### config.mk
export PLATFORM = sky130hd
export DESIGN_NAME = pc_sequencer
export DESIGN_NICKNAME = d
export VERILOG_FILES = /design/src/rtl/pc_seq_pkg.sv /design/src/rtl/pc_sequencer_branch_lut.sv /design/src/rtl/pc_sequencer.sv
export SDC_FILE = /design/constraint.sdc
export NUM_CORES = 1
export LEC_CHECK = 0
export CORE_ASPECT_RATIO = 2
export CORE_MARGIN = 1
export CORE_UTILIZATION = 50
export DETAILED_ROUTE_END_ITERATION = 7
export PLACE_DENSITY = 0.67
export SYNTH_ARGS = -nofsm -noshare
export SYNTH_HDL_FRONTEND = slang
export SYNTH_SLANG_ARGS = --single-unit
### constraint.sdc
create_clock -name CLK -period 5.5 [get_ports CLK]
set_clock_uncertainty 0.2 [all_clocks]
set_input_delay 1.1 -clock CLK [delete_from_list [all_inputs] [get_ports CLK]]
set_output_delay 1.1 -clock CLK [all_outputs]
set_load 0.05 [all_outputs]
### src/rtl/pc_seq_pkg.sv
// Shared types and default sizing for the program-counter sequencer.
package pc_seq_pkg;

  localparam int DEF_PC_W      = 12;
  localparam int DEF_LUT_DEPTH = 32;
  localparam int DEF_OFFSET_W  = 9;
  localparam int DEF_NUM_PROGS = 3;
  localparam int DEF_CPI       = 4;

  typedef enum logic [1:0] {IDLE = 2'd0, RUN = 2'd1, HALT = 2'd2} state_e;

  // Branch offset entry at the default offset width: dir=1 means backward.
  typedef struct packed {
    logic                    dir;
    logic [DEF_OFFSET_W-1:0] mag;
  } br_off_t;

endpackage

### src/rtl/pc_sequencer_branch_lut.sv
// Branch-offset register file: one synchronous write port, one combinational
// read port; a same-cycle write/read of one index returns the old entry.
module branch_lut
  import pc_seq_pkg::*;
#(
  parameter int DEPTH = DEF_LUT_DEPTH,
  parameter int DW    = DEF_OFFSET_W + 1
) (
  input  logic                     CLK,
  input  logic                     RST_N,
  input  logic                     we,
  input  logic [$clog2(DEPTH)-1:0] waddr,
  input  logic [DW-1:0]            wdata,
  input  logic [$clog2(DEPTH)-1:0] raddr,
  output logic [DW-1:0]            rdata
);

  logic [DW-1:0] mem_reg [DEPTH];

  for (genvar gi = 0; gi < DEPTH; gi++) begin : g_entry
    always_ff @(posedge CLK or negedge RST_N) begin
      if (!RST_N) begin
        mem_reg[gi] <= '0;
      end else if (we && waddr == ($clog2(DEPTH))'(gi)) begin
        mem_reg[gi] <= wdata;
      end
    end
  end

  assign rdata = mem_reg[raddr];

endmodule

### src/rtl/pc_sequencer.sv
// Multi-cycle program-counter sequencer with programmable slots and branch LUT.
// Optional absolute branch path enabled by defining PC_SEQUENCER_BRANCH_ABS_EN.
module pc_sequencer
  import pc_seq_pkg::*;
#(
  parameter int PC_W      = DEF_PC_W,
  parameter int LUT_DEPTH = DEF_LUT_DEPTH,
  parameter int OFFSET_W  = DEF_OFFSET_W,
  parameter int NUM_PROGS = DEF_NUM_PROGS,
  parameter int CPI       = DEF_CPI
) (
  input  logic                         CLK,
  input  logic                         RST_N,
  input  logic                         start,
  input  logic [$clog2(NUM_PROGS)-1:0] prog_sel,
  input  logic                         branch_en,
  input  logic                         branch_taken,
  input  logic [$clog2(LUT_DEPTH)-1:0] target,
  input  logic                         lut_we,
  input  logic [$clog2(LUT_DEPTH)-1:0] lut_waddr,
  input  logic [OFFSET_W:0]            lut_wdata,
  input  logic                         prog_we,
  input  logic [$clog2(NUM_PROGS)-1:0] prog_waddr,
  input  logic [PC_W-1:0]              prog_wstart,
  input  logic [PC_W-1:0]              prog_wend,
`ifdef PC_SEQUENCER_BRANCH_ABS_EN
  input  logic                         branch_abs,
  input  logic [PC_W-1:0]              abs_target,
`endif
  output logic [PC_W-1:0]              pc,
  output logic [$clog2(CPI)-1:0]       phase,
  output logic                         busy,
  output logic                         halt,
  output logic                         fault
);

  localparam int PS_W = $clog2(NUM_PROGS);
  localparam int PH_W = $clog2(CPI);
  localparam int EW   = ((PC_W > OFFSET_W) ? PC_W : OFFSET_W) + 1;
  localparam logic [PH_W-1:0] PH_LAST = PH_W'(CPI - 1);
  localparam logic [1:0] ST_IDLE = 2'(IDLE);
  localparam logic [1:0] ST_RUN  = 2'(RUN);
  localparam logic [1:0] ST_HALT = 2'(HALT);

  logic [1:0]      state_reg, state_next;
  logic [PC_W-1:0] pc_reg, pc_next;
  logic [PH_W-1:0] phase_reg, phase_next;
  logic [PS_W-1:0] slot_reg, slot_next;
  logic            fault_reg, fault_next;
  logic [PC_W-1:0] prog_start_reg [NUM_PROGS];
  logic [PC_W-1:0] prog_end_reg   [NUM_PROGS];

  logic [OFFSET_W:0] lut_rdata;
  logic [EW-1:0]     rel_sum, inc_sum;
  logic              abs_hit;
  logic [PC_W-1:0]   abs_pc;

`ifdef PC_SEQUENCER_BRANCH_ABS_EN
  assign abs_hit = branch_abs && branch_taken;
  assign abs_pc  = abs_target;
`else
  assign abs_hit = 1'b0;
  assign abs_pc  = '0;
`endif

  branch_lut #(.DEPTH(LUT_DEPTH), .DW(OFFSET_W + 1)) u_lut (
    .CLK   (CLK),
    .RST_N (RST_N),
    .we    (lut_we),
    .waddr (lut_waddr),
    .wdata (lut_wdata),
    .raddr (target),
    .rdata (lut_rdata)
  );

  for (genvar gi = 0; gi < NUM_PROGS; gi++) begin : g_slot
    always_ff @(posedge CLK or negedge RST_N) begin
      if (!RST_N) begin
        prog_start_reg[gi] <= '0;
        prog_end_reg[gi]   <= '0;
      end else if (prog_we && prog_waddr == PS_W'(gi)) begin
        prog_start_reg[gi] <= prog_wstart;
        prog_end_reg[gi]   <= prog_wend;
      end
    end
  end

  // Widened arithmetic: any bit above PC_W-1 is a carry or borrow out.
  assign rel_sum = lut_rdata[OFFSET_W] ? (EW'(pc_reg) - EW'(lut_rdata[OFFSET_W-1:0]))
                                       : (EW'(pc_reg) + EW'(lut_rdata[OFFSET_W-1:0]));
  assign inc_sum = EW'(pc_reg) + EW'(1);

  always_comb begin
    state_next = state_reg;
    pc_next    = pc_reg;
    phase_next = phase_reg;
    slot_next  = slot_reg;
    fault_next = 1'b0;
    case (state_reg)
      ST_IDLE: begin
        phase_next = '0;
        if (start) begin
          if ({1'b0, prog_sel} < (PS_W + 1)'(NUM_PROGS)) begin
            pc_next    = prog_start_reg[prog_sel];
            slot_next  = prog_sel;
            state_next = ST_RUN;
          end else begin
            fault_next = 1'b1;
          end
        end
      end
      ST_RUN: begin
        if (phase_reg == PH_LAST) begin
          phase_next = '0;
          if (pc_reg == prog_end_reg[slot_reg]) begin
            state_next = ST_HALT;
          end else if (abs_hit) begin
            pc_next = abs_pc;
          end else if (branch_en && branch_taken) begin
            pc_next    = rel_sum[PC_W-1:0];
            fault_next = |rel_sum[EW-1:PC_W];
          end else begin
            pc_next    = inc_sum[PC_W-1:0];
            fault_next = |inc_sum[EW-1:PC_W];
          end
        end else begin
          phase_next = phase_reg + PH_W'(1);
        end
      end
      ST_HALT: state_next = ST_IDLE;
      default: state_next = ST_IDLE;
    endcase
  end

  always_ff @(posedge CLK or negedge RST_N) begin
    if (!RST_N) begin
      state_reg <= ST_IDLE;
      pc_reg    <= '0;
      phase_reg <= '0;
      slot_reg  <= '0;
      fault_reg <= 1'b0;
    end else begin
      state_reg <= state_next;
      pc_reg    <= pc_next;
      phase_reg <= phase_next;
      slot_reg  <= slot_next;
      fault_reg <= fault_next;
    end
  end

  assign pc    = pc_reg;
  assign phase = phase_reg;
  assign busy  = (state_reg == ST_RUN);
  assign halt  = (state_reg == ST_HALT);
  assign fault = fault_reg;

endmodule

Yosys cells after proc, flatten, opt, wreduce, memory -nomap -nowiden
Cells that the tools add are included.

storage, ports and cells
  register bits = 411
  input bits = 55
  output and inout bits = 17
  word-level logic and storage cells = 168

operators by class
  add/sub/neg operators = 4
  order comparisons = 4
  equality and inequality tests = 42
  mux-type cells = 29
  bitwise logic cells = 3
  reduce and logical (&&, ||, !) cells = 43

operator list
  operator               count
  $mux 12                9
  $eq 5x5->1 const B     16
  $bmux 10 s5            1
  $bmux 12 s2            2
  $eq 5x4->1 const B     8
  $logic_and 1x1->1      36
  $pmux 12 s2            1
  $eq 5x3->1 const B     4
  $mux 10                2
  $add 12x1->13 const B  1
  $add 12x9->13          1
  $mux 13                1
  $sub 12x9->13          1
  $eq 12x12->1           1
  $eq 5x2->1 const B     2
  $mux 2                 5
  $pmux 2 s2             2
  $eq 2x2->1 const B     3
  $ge 3x3->1 const B     2
  $ge 6x6->1 const B     1
  $ne 2x2->1 const B     3
  $not 2->3              2
  $not 5->6              1
  $eq 5x1->1 const B     1
  other kinds (12)       19

Longest topological paths before layout
  depth after elaboration = 10
  mapped depth = 20
  gate-level depth less buffers = 17

Modules after synthesis
From an unflattened synthesis, not the netlist that was laid out.

unflattened totals
  cell total of the unflattened synthesis = 1,579
  area, all modules = 20,204.4 µm²

by module, submodules not included
  module        instances  cells each  area each (µm²)  sequential area each (µm²)
  branch_lut    1          1,085       14,878.0         8,007.7
  pc_sequencer  1          494         5,326.4          2,277.2

Least setup slack after synthesis
No wires, ideal clock.

  path type = input to register
  start = input target[0]
  end = register pc_reg[11] (netlist: pc[11])
  setup time = 0.118 ns
  data arrival time = 5.091 ns
  data required time = 5.182 ns
  path slack = 0.091 ns
  stages = 15
  buffers on the path = 2
  cell sequence = buf_1 -> mux4_2 -> mux4_2 -> mux2i_1 -> buf_2 -> mux2i_1 -> ha_1 -> nor2b_1 -> o31ai_1 -> a211oi_1 -> a41o_1 -> o41ai_1 -> xor2_1 -> a311oi_1 -> a21o_1

on the way
  word-level cells in the longest chain between the ends = 10
  elaborated cells on any way between the ends = 11
  classes of those cells = add/sub (2); mux (8); bitwise (1)

ends and longest elaborated chain
  what                                                   line                                    source
  from (decl)                                            pc_sequencer.sv:18                      input logic [$clog2(LUT_DEPTH)-1:0] target,
  $not 5->6 (implied by the code) (*)                    pc_sequencer_branch_lut.sv:30           assign rdata = mem_reg[raddr];
  $bmux 10 s5 (*)                                        pc_sequencer_branch_lut.sv:30
  $mux 10 (implied by the code) (*) (2 in a row)         pc_sequencer_branch_lut.sv:30
  $add 12x9->13 / $sub 12x9->13 (equally long branches)  pc_sequencer.sv:90, pc_sequencer.sv:89
  $mux 13 (*)                                            pc_sequencer.sv:89                      assign rel_sum = lut_rdata[OFFSET_W] ? (EW'(pc_reg) - EW'(lut_rdata[OFFSET_W-1:0]))
  $mux 12 (*)                                            pc_sequencer.sv:119                     end else if (branch_en && branch_taken) begin
  $mux 12 (*)                                            pc_sequencer.sv:115                     if (pc_reg == prog_end_reg[slot_reg]) begin
  $mux 12 (*)                                            pc_sequencer.sv:113                     if (phase_reg == PH_LAST) begin
  $pmux 12 s2 (*)                                        pc_sequencer.sv:99                      case (state_reg)
  to (signal assigned)                                   pc_sequencer.sv:144                     pc_reg <= pc_next;
  to (decl)                                              pc_sequencer.sv:46                      logic [PC_W-1:0] pc_reg, pc_next;

Mark *: on every way between the ends. The rest lies on a longest branch, timed or not. The select of a mux whose other input is x is not followed.
A chain may end at the register's enable or synchronous reset.

Worst setup path in the final report
Ends and elaborated chain as after synthesis.

==> results.cfg <==
[logic_synthesis]
synth.avg_cell_area_um2 = 14.12
ys.flop_type = dfrtp_1
syn_inst = 1401
synth_fp_nets = 1472
seq_area_frac_synth_pct = 51.99
synth-async-reset-ratio_pct = 100.0
synth_seq_cells = 411
synth_edf_count = 0
syn_area_um2 = 19780
yosysWarnings = 0
synth.distinct_cells = 64

[clock_tree]
clock_sinks = 411
htree_num_levels = 2
cts_buffers = 38
postCtsSetupRepairBufs = 0
cts_buffer_depth = 3
ctsHoldBuffers = 0
cts_tree = yes
post_cts_resized = 0
insertion_delay_ns = 0.54
path_clk_slew_ns = 0.06
root_buffer = clkbuf_16

[global_routing]
antenna_found_initial = 0
grt_overflow_total = 0
grt_first_pass_wirelength_mm = 80.55
grt.total_usage_pct = 27.02
grt_pass1_vias = 13460
grt_max_degree = 128

[sta]
worstMarginPinSlew_ns = 1.263
fin_crit_ns = 5.012
tns_ns = 0
fin_ws_ns = 0.4885
relSlewSlack_pct = 15.51
setup_viol = 0
post-route-period-util_pct = 91.12
fmax_mhz = 199.5
whs_ns = 0.3016
drv_slew = 0
rsz0062_at_grt = no
hold_viol = 0

[floorplan]
die_w_um = 142.6
ios = 72
std_cell_rows = 102
start_util_pct = 50.99
die_h_um = 283.3
core_um2 = 38800
die_area_um2 = 40410

[placed_design]
port_buffers = 71
dp_hpwl_mm = 37.31
place_worst_setup_slack_ns = -0.09082
gp_congestion = 0.8887

[power_and_ir_drop]
p_int_w = 0.006807
clock_power_share_pct = 28.7
power_switching_share_pct = 30.62
vdd_drop_max_mv = 0.2325
pwr-share-comb_pct = 29.3
seqPwrFrac_pct = 42.0
pwr_density_cell_nw_per_um2 = 427.4
power.leakage_nw = 10.14
power_switching_w = 0.003004
total_power_w = 0.009811

[route]
remaining_drc_errors = 0
viasPerCell = 5.978
drt_wl_total_mm = 51.71
wl_per_cell_um = 25.04
vias = 12350
first_pass_iters = 5
drt_iter0_markers = 691
ant_nets = 0

[flow_run]
drv_cap = 0

[worst_setup_path]
start_kind = primary input
crit_fanout = 15
rr_startpoint = u_lut.mem_reg[251]
worst_ep_required_time_ns = 5.73
cp-startpoint = target[0]
crit_arrival_ns = 5.24
crit_type = primary input to flop
end_kind = flop

[worst_hold_path]
hp-start = u_lut.mem_reg[318]
min_path_type = flop to flop

[layout]
multiInputGateArea_um2 = 9070
syn_to_final_growth_pct = 16.05
nFillCells = 3122
seq_area_um2 = 10280
num_antenna_cells = 0
nets = 1588
drive_above_1_share_pct = 42.27
largest_reg_flops = 320

[status]
status = complete, no violations
## synth_stat cells (5+ instances only)
| master | number | share of area [%] |
|---|---|---|
| nor2b_1 | 9 | 0.28 |
| o21ai_0 | 26 | 0.66 |
| xor2_1 | 14 | 0.62 |
| nand4_1 | 13 | 0.41 |
| mux2i_1 | 44 | 2.2 |
| a211oi_1 | 14 | 0.53 |
| dfrtp_1 | 411 | 52 |
| clkbuf_1 | 68 | 1.3 |
| mux4_2 | 76 | 8.7 |
| xnor2_1 | 23 | 1.0 |
| a21o_1 | 8 | 0.30 |
| a21oi_1 | 6 | 0.15 |
| nand2_1 | 58 | 1.1 |
| a22oi_1 | 21 | 0.80 |
| buf_2 | 11 | 0.28 |
| nand3_1 | 16 | 0.40 |
| ha_1 | 15 | 0.95 |
| nor3_1 | 13 | 0.33 |
| nor3b_1 | 5 | 0.19 |
| mux2_2 | 395 | 22 |
| and3_1 | 9 | 0.28 |
| o31ai_1 | 8 | 0.30 |
| nor2_1 | 45 | 0.85 |
| o2bb2ai_1 | 11 | 0.49 |
| inv_1 | 7 | 0.13 |
| nand2b_1 | 9 | 0.28 |
| buf_1 | 6 | 0.11 |
## path summary, 6_finish.rpt
| kind | end | slack, ns | cells past startpoint |
|---|---|---|---|
| min in group asynchronous | prog_end_reg[6] | 0.38 | 1 |
| hold reg to reg | u_lut.mem_reg[318] | 0.30 | 1 |
| max in group asynchronous | prog_end_reg[2] | 3.42 | 2 |
| hold / removal | u_lut.mem_reg[318] | 0.30 | 1 |
| setup reg to reg | pc[11] | 0.94 | 14 |
| setup / recovery | pc[11] | 0.49 | 16 |
## layout make-up
type,count,share of cell area [%]
well taps,520,2.834
clock inverters,13,0.7194
flip-flops and latches,411,44.80
repair buffers,170,6.889
clock buffers,55,5.134
multi-input cells,889,39.51
inverters,7,0.1145
## power groups by stage
stage | Clock [W] | Combinational (W) | Sequential [W]
2_1_floorplan | 0 | 0.00186 | 0.00411
3_3_place_gp | 0 | 0.00282 | 0.00413
3_5_place_dp | 0 | 0.00288 | 0.00417
4_1_cts | 0.00289 | 0.00289 | 0.00411
5_1_grt | 0.00299 | 0.00312 | 0.00419
6_report | 0.00282 | 0.00287 | 0.00412
## cell usage in the layout (no fill, tap or decap), types with 4 or more instances in the layout
master,count
clkbuf_8,10
o31ai_1,8
nor3b_1,4
a21o_1,8
nor2_1,45
nand2b_1,9
nand4_1,13
nand2_1,58
xnor2_1,23
bufinv_16,4
mux4_2,76
nor3_1,13
buf_4,90
dfrtp_1,411
ha_1,15
o21ai_0,26
xor2_1,14
clkinv_2,9
clkdlybuf4s50_1,66
mux2_2,395
mux2i_1,44
a22oi_1,21
a21oi_1,6
clkbuf_16,41
a211oi_1,14
nor2b_1,9
inv_1,7
nand3_1,16
and3_1,9
o2bb2ai_1,11
clkbuf_1,4
buf_12,11
## per-stage QoR
stage                     instances  area (um^2)  util [%]
after floorplan                1401        19780         -
after global placement         1997        21610     55.71
after detailed placement       1997        21610     55.71
after CTS                      2065        22960     59.17
after global routing           2065        22960     59.17
final                          2065        22960     59.17
## routing by layer
metal	global-route usage (%)	up-vias	wire, um
li1	-	5425	-
met1	28.17	6449	17710
met2	48.93	317	28130
met3	3.194	154	1656
met4	19.95	0	4212
met5	0	-	0
## worst max-delay path, stage by stage
cell and delay (ns):
buf_2 0.14, buf_12 0.17, mux4_2 0.51, mux4_2 0.47, mux2i_1 0.28, ha_1 0.30
mux2i_1 0.32, ha_1 0.29, nor2b_1 0.14, o31ai_1 0.30, a211oi_1 0.17, a41o_1 0.28
o41ai_1 0.30, xor2_1 0.17, a311oi_1 0.10, a21o_1 0.19
## cell families (layout without fill, tap and decap cells)
| kind of cell | after synthesis | after routing | share of synthesized area [%] |
|---|---|---|---|
| AOI/OAI and AO/OA | 118 | 118 | 4.314 |
| xor gates and xnor gates | 37 | 37 | 1.638 |
| adders and majority gates | 16 | 16 | 1.050 |
| buffers and inverters | 101 | 245 | 2.271 |
| DFF | 411 | 411 | 51.99 |
| muxes | 517 | 517 | 33.57 |
| and+or+nand+nor | 201 | 201 | 5.168 |
Note: power is estimated with default switching activity, not from simulation.
